### config.mk
export PLATFORM = sky130hd
export DESIGN_NAME = regfile_sb
export DESIGN_NICKNAME = d
export VERILOG_FILES = /design/src/rtl/regfile_sb_pkg.sv /design/src/rtl/regfile_sb_reg_scoreboard.sv /design/src/rtl/regfile_sb.sv
export SDC_FILE = /design/constraint.sdc
export NUM_CORES = 2
export LEC_CHECK = 0
export BUFFER_PORTS_ARGS = -buffer_cell sky130_fd_sc_hd__clkbuf_2
export CORE_MARGIN = 8
export CORE_UTILIZATION = 50
export CTS_CLUSTER_DIAMETER = 50
export DETAILED_ROUTE_END_ITERATION = 16
export PLACE_DENSITY = 0.69
export SKIP_LAST_GASP = 1
export SLEW_MARGIN = 25
export SYNTH_ARGS = -nofsm -noshare
export SYNTH_HDL_FRONTEND = slang
export SYNTH_SLANG_ARGS = --single-unit
### constraint.sdc
create_clock -name clk -period 5.58 [get_ports clk]
set_input_delay 1.674 -clock clk [delete_from_list [all_inputs] [get_ports clk]]
set_output_delay 1.674 -clock clk [all_outputs]
set_load 0.02 [all_outputs]
### src/rtl/regfile_sb_pkg.sv
// Shared definitions for the parametrised register file with pending-write scoreboard.
package regfile_sb_pkg;

  localparam int DATA_W_DEF = 32;
  localparam int ADDR_W_DEF = 5;

  // Register 0 is hardwired to zero and never tracked.
  localparam int REG_ZERO = 0;

  localparam logic [DATA_W_DEF-1:0] ZeroWord = '0;

  localparam logic WriteEnable = 1'b1;
  localparam logic ReadEnable  = 1'b1;

  // True when an address names a real, writable register (not r0, not past the array).
  function automatic logic reg_in_range(input int unsigned addr, input int unsigned num_regs);
    return (addr != REG_ZERO) && (addr < num_regs);
  endfunction

endpackage

### src/rtl/regfile_sb_reg_scoreboard.sv
// Per-register in-flight write counters with busy and issue-ready generation.
module reg_scoreboard
  import regfile_sb_pkg::*;
#(
  parameter int NUM_REGS = 32,
  parameter int ADDR_W   = ADDR_W_DEF,
  parameter int NUM_RD   = 2,
  parameter int PEND_W   = 2
) (
  input  logic                     clk,
  input  logic                     rst,
  input  logic                     we,
  input  logic [ADDR_W-1:0]        waddr,
  input  logic                     iss_valid,
  input  logic [ADDR_W-1:0]        iss_waddr,
  input  logic                     flush,
  input  logic [NUM_RD-1:0]        re,
  input  logic [NUM_RD*ADDR_W-1:0] raddr,
  output logic [NUM_RD-1:0]        busy,
  output logic                     iss_ready
);

  localparam logic [PEND_W-1:0] CNT_MAX = '1;
  localparam logic [PEND_W-1:0] CNT_ONE = PEND_W'(1);

  logic [NUM_REGS-1:0][PEND_W-1:0] count_q, count_d;
  logic              wb_hit, iss_hit, inc, dec;
  logic [PEND_W-1:0] iss_cnt, rd_cnt;
  logic [ADDR_W-1:0] rd_addr;

  // Count for an address; r0 and out-of-range addresses read as idle.
  function automatic logic [PEND_W-1:0] count_of(input logic [ADDR_W-1:0] a);
    return reg_in_range(32'(a), NUM_REGS) ? count_q[a] : '0;
  endfunction

  // Issue stalls only at a saturated counter, unless a writeback frees a slot this cycle.
  always_comb begin
    iss_cnt   = count_of(iss_waddr);
    iss_ready = !rst && ((iss_cnt != CNT_MAX) ||
                         (we && (waddr == iss_waddr) && (iss_cnt != '0)));
  end

  // Counter next state: flush clears everything, otherwise concurrent inc/dec cancel.
  always_comb begin
    // NOTE: every combinational output gets a default before any branch, so no latch is inferred.
    wb_hit  = we && reg_in_range(32'(waddr), NUM_REGS);
    iss_hit = iss_valid && iss_ready && reg_in_range(32'(iss_waddr), NUM_REGS);
    inc     = 1'b0;
    dec     = 1'b0;
    count_d = count_q;
    if (flush) begin
      count_d = '0;
    end else begin
      for (int r = 1; r < NUM_REGS; r++) begin
        inc = iss_hit && (iss_waddr == ADDR_W'(r));
        dec = wb_hit && (waddr == ADDR_W'(r)) && (count_q[r] != '0);
        case ({inc, dec})
          2'b10:   count_d[r] = count_q[r] + CNT_ONE;
          2'b01:   count_d[r] = count_q[r] - CNT_ONE;
          default: count_d[r] = count_q[r];
        endcase
      end
    end
    count_d[REG_ZERO] = '0;
  end

  // A port is busy on a pending register, except when its last write lands this cycle.
  always_comb begin
    busy    = '0;
    rd_addr = '0;
    rd_cnt  = '0;
    for (int i = 0; i < NUM_RD; i++) begin
      rd_addr = raddr[i*ADDR_W +: ADDR_W];
      rd_cnt  = count_of(rd_addr);
      busy[i] = !rst && re[i] && (rd_cnt != '0) &&
                !(we && (waddr == rd_addr) && (rd_cnt == CNT_ONE));
    end
  end

  // Counter state register with synchronous reset.
  always_ff @(posedge clk) begin
    // NOTE: sequential state uses non-blocking assignments so all flops update together.
    if (rst) count_q <= '0;
    else     count_q <= count_d;
  end

endmodule

### src/rtl/regfile_sb.sv
// Register file: storage, same-cycle write bypass, read port unflattening, scoreboard.
module regfile_sb
  import regfile_sb_pkg::*;
#(
  parameter int DATA_W   = DATA_W_DEF,
  parameter int NUM_REGS = 32,
  parameter int ADDR_W   = ADDR_W_DEF,
  parameter int NUM_RD   = 2,
  parameter int PEND_W   = 2
) (
  input  logic                     clk,
  input  logic                     rst,
  input  logic                     we,
  input  logic [ADDR_W-1:0]        waddr,
  input  logic [DATA_W-1:0]        wdata,
  input  logic [NUM_RD-1:0]        re,
  input  logic [NUM_RD*ADDR_W-1:0] raddr,
  output logic [NUM_RD*DATA_W-1:0] rdata,
  output logic [NUM_RD-1:0]        busy,
  input  logic                     iss_valid,
  input  logic [ADDR_W-1:0]        iss_waddr,
  output logic                     iss_ready,
  input  logic                     flush
);

  logic [NUM_REGS-1:0][DATA_W-1:0] regs_q;
  logic [ADDR_W-1:0]               rd_addr [NUM_RD];
  logic [DATA_W-1:0]               rd_val;

  for (genvar g = 0; g < NUM_RD; g++) begin : g_unflat
    assign rd_addr[g] = raddr[g*ADDR_W +: ADDR_W];
  end

  // Writeback into storage; r0 and out-of-range addresses are dropped.
  always_ff @(posedge clk) begin
    // NOTE: the whole array is cleared on reset because software may read any register first.
    if (rst) begin
      regs_q <= '0;
    end else if ((we == WriteEnable) && reg_in_range(32'(waddr), NUM_REGS)) begin
      regs_q[waddr] <= wdata;
    end
  end

  // Combinational read with same-cycle bypass of the incoming writeback.
  always_comb begin
    rdata  = '0;
    rd_val = '0;
    for (int i = 0; i < NUM_RD; i++) begin
      rd_val = DATA_W'(ZeroWord);
      if (!rst && (re[i] == ReadEnable) && reg_in_range(32'(rd_addr[i]), NUM_REGS)) begin
        if ((we == WriteEnable) && (waddr == rd_addr[i])) rd_val = wdata;
        else                                              rd_val = regs_q[rd_addr[i]];
      end
      rdata[i*DATA_W +: DATA_W] = rd_val;
    end
  end

  reg_scoreboard #(
    .NUM_REGS(NUM_REGS),
    .ADDR_W  (ADDR_W),
    .NUM_RD  (NUM_RD),
    .PEND_W  (PEND_W)
  ) u_sb (
    .clk      (clk),
    .rst      (rst),
    .we       (we),
    .waddr    (waddr),
    .iss_valid(iss_valid),
    .iss_waddr(iss_waddr),
    .flush    (flush),
    .re       (re),
    .raddr    (raddr),
    .busy     (busy),
    .iss_ready(iss_ready)
  );

endmodule

==> qor.txt <==
Post-Synth Simple-Gate Area: 16.6%
Clock network power share: 48.5%
Drt drc: 0
Crit start category: input pin
Worst path depth: 9
Pre-CTS setup slack: -0.100 ns
Synth Area in Adders: 0.671%
Row Count: 124
Critical Path AT: 3.95 ns
Number of synthesized register bits: 1086
Share of cells above drive strength 1: 21.5%
Worst Setup EP: rdata[19]
Fmax: 178 MHz
CP max stage cell: mux4_2
Mean routed wirelength per cell: 28.6 µm
Max Slew Vio Count: 0
Area growth, synth to finish: 14.8%
CTS tree: yes
Max-slew headroom: 19.4%
Post-Route WL: 231000 µm
Net Sw Frac: 25.6%
Crit path buf inv count: 5
Worst hold slack: 0.463 ns
Yosys cell types: 66
Nets: 6545
Placer Congestion: 0.954
FF-to-FF End: u_sb.count_q[49]
Worst skew pair latency: 0.72 ns
Drt pass-1 iters: 6
Critical path's top delay family: multiplexers
Final hold vios: 0
Crit end category: output pin
Initial core utilization: 50.5%
Hold/Removal Path Class: reg2reg
Root Buffer: clkbuf_16
Netlist Area Pre-Place: 57800 µm²
Mux share of post-synthesis cell area: 25.0%
Crit Path Max Fanout: 8
Die span in x: 356 µm
Total negative slack: -0.190 ns
Die area: 127000 µm²
Ports: 126
Vias in the first global route: 51.5k
Port bufs: 125
Sw power: 4.75 mW
Vias per Instance: 6.71
Initial DRC Count: 8855
Remaining antenna violation count: 0
Post-synthesis xor/xnor area fraction: 1.17%
Post-synthesis compound-gate area fraction: 13.7%
Critical Path Start: raddr[0]
Leakage: 22.3 nW
Top cells by area, synth: dfxtp_1, mux4_2, nand2_1
Top FF cell, synth: dfxtp_1
Most common cell after layout, fill and taps aside: nand2_1
PnR worst setup slack: -0.0457 ns
Reg clk slew, reported paths: 0.06 ns
Top-area cell type share of the netlist area: 37.6%
Register-to-Register Path Depth: 9
CTS Buf Count: 121
Worst-margin pin slew: 1.21 ns
Seq pwr share: 42.3%
RSZ-0062 raised after global routing: true
Die height: 356 µm
Global route overflow: 0
Status: finished with violations
Clk sinks: 1086
Mean Syn Cell Area: 8.87 µm²
Critical-path cell list: buf_16 > buf_16 > buf_12 > buf_6 > mux4_2 > mux4_2 > nand2b_4 > a32o_2 > buf_6
Global-route wire length before repair: 335000 µm
H-tree lvl count: 3
Period utilization: 101%
Setup Viol. Count Final: 6
Via count: 54.2k
Setup CP Type: in2out
Peak VDD IR: 0.282 mV
Main combinational cell family by area after synthesis: multiplexers
Internal: 13.8 mW
Number of max-cap violations: 0
Cell taking the most area after synthesis: dfxtp_1
EDFF count, synth: 0
Critical path required time: 3.91 ns
Failing checks: setup timing
Power density over cell area: 279 nW/µm²
CTS max path bufs: 3
Final Skew: 0.0119 ns
Total Routing Usage GR: 34.8%
Ys async rst share: 0%
CP peak stage delay: 0.50 ns
Initial antenna violation count: 7
Flop2flop setup slack: 2.52 ns
Syn. warnings: 0
Syn Inst Count: 6520
Syn nets: 6610
Largest net degree at the start of global routing: 209
Hold Buf Count CTS: 0
Final min period: 5.63 ns
Final HPWL DP: 140000 µm
Reg2Reg Launch Point: u_sb.count_q[37]
Most frequent cells in the layout: nand2_1, dfxtp_1, a21oi_1, mux4_2, buf_4
Logic gate share of total power: 9.1%
Register area share after synthesis: 37.6%
Core outline area: 115000 µm²
[power groups by stage]
| stage | clock [mW] | sequential [mW] | combinational [mW] |
|---|---|---|---|
| 2_1_floorplan | 0 | 8.00 | 0.995 |
| 3_3_place_gp | 0 | 8.02 | 1.58 |
| 3_5_place_dp | 0 | 8.02 | 1.59 |
| 4_1_cts | 9.00 | 7.85 | 1.60 |
| 5_1_grt | 9.32 | 7.85 | 1.74 |
| 6_report | 9.00 | 7.85 | 1.69 |
[cell usage after synthesis, types with 10 or more instances]
| cell type | number |
|---|---|
| a21boi_0 | 10 |
| a21oi_1 | 1071 |
| a221oi_1 | 60 |
| a22oi_1 | 12 |
| a31oi_1 | 13 |
| a32o_1 | 32 |
| buf_1 | 23 |
| buf_2 | 62 |
| buf_4 | 23 |
| buf_6 | 27 |
| clkbuf_1 | 549 |
| dfxtp_1 | 1086 |
| ha_1 | 31 |
| mux2_2 | 87 |
| mux2i_1 | 188 |
| mux4_2 | 510 |
| nand2_1 | 2098 |
| nand2b_1 | 41 |
| nor2_1 | 151 |
| nor2b_1 | 50 |
| nor3_1 | 16 |
| o211ai_1 | 13 |
| o21ai_0 | 68 |
| o21ai_1 | 19 |
| o221ai_1 | 41 |
| o31ai_1 | 31 |
| or3_1 | 32 |
| xnor2_1 | 42 |
| xor2_1 | 35 |
[metal layers]
metal	vias to the layer above	share of wire, %	GRT usage, %
met1	26000	35	43.1
li1	22800	-	-
met5	-	0.097	1.15
met4	4	8.6	24.6
met2	4293	43	52.2
met3	1156	14	9.75
[timing repair]
| item | CTS | global route |
|---|---|---|
| hold endpoints to repair | 0 | 0 |
| gates resized for setup | 5 | 50 |
| cloned | 0 | 7 |
| setup endpoints to repair | 5 | 40 |
| pin swaps | 0 | 4 |
| setup buffers | 5 | 10 |
[tightest hold or removal path, stage by stage (launching register included)]
cell,delay (ns)
dfxtp_1,0.31
nand2_1,0.05
a21oi_1,0.05
[through the flow]
stage	util, %	instance area [µm²]	total power [mW]	std cells
final	58.0	66400	18.5	8081
after global routing	58.0	66400	18.9	8080
after CTS	57.6	65900	18.4	8059
after detailed placement	53.6	61400	9.61	7822
after global placement	53.6	61400	9.59	7822
after floorplan	-	57800	9.00	6520
[logic make-up (layout without fill, tap and decap cells)]
| family | count (synthesis) | in the layout |
|---|---|---|
| buffers and inverters | 694 | 738 |
| xor gates and xnor gates | 77 | 77 |
| other | 0 | 5 |
| adders and majority gates | 31 | 31 |
| muxes | 791 | 791 |
| DFF | 1086 | 1086 |
| AOI/OAI and AO/OA | 1407 | 1407 |
| and+or+nand+nor | 2434 | 2434 |
[layout make-up]
type	instances	area, µm²
Fill cell	9696	48100
Antenna cell	5	12.5
Clock inverter	82	1160
Sequential cell	1086	21700
Clock buffer	150	3340
Multi-Input combinational cell	4740	33400
Inverter	7	31.3
Tap cell	1512	1890
Timing Repair Buffer	499	4760
[sequential cells by signal, summed over array words and instances (netlist names)]
register / flops
regs_q: 1024
u_sb.count_q: 62
[how the worst min path moves through the flow]
stage	slack, ns	depth (start not counted)	startpoint	end
5_1_grt	0.48	2	regs_q[454]	regs_q[454]
2_1_floorplan	0.44	2	regs_q[352]	regs_q[352]
3_5_place_dp	0.45	2	regs_q[973]	regs_q[973]
4_1_cts	0.46	2	regs_q[973]	regs_q[973]
6_report	0.46	2	regs_q[973]	regs_q[973]
3_3_place_gp	0.45	2	regs_q[735]	regs_q[735]
Power figures use the tool's default switching activity.
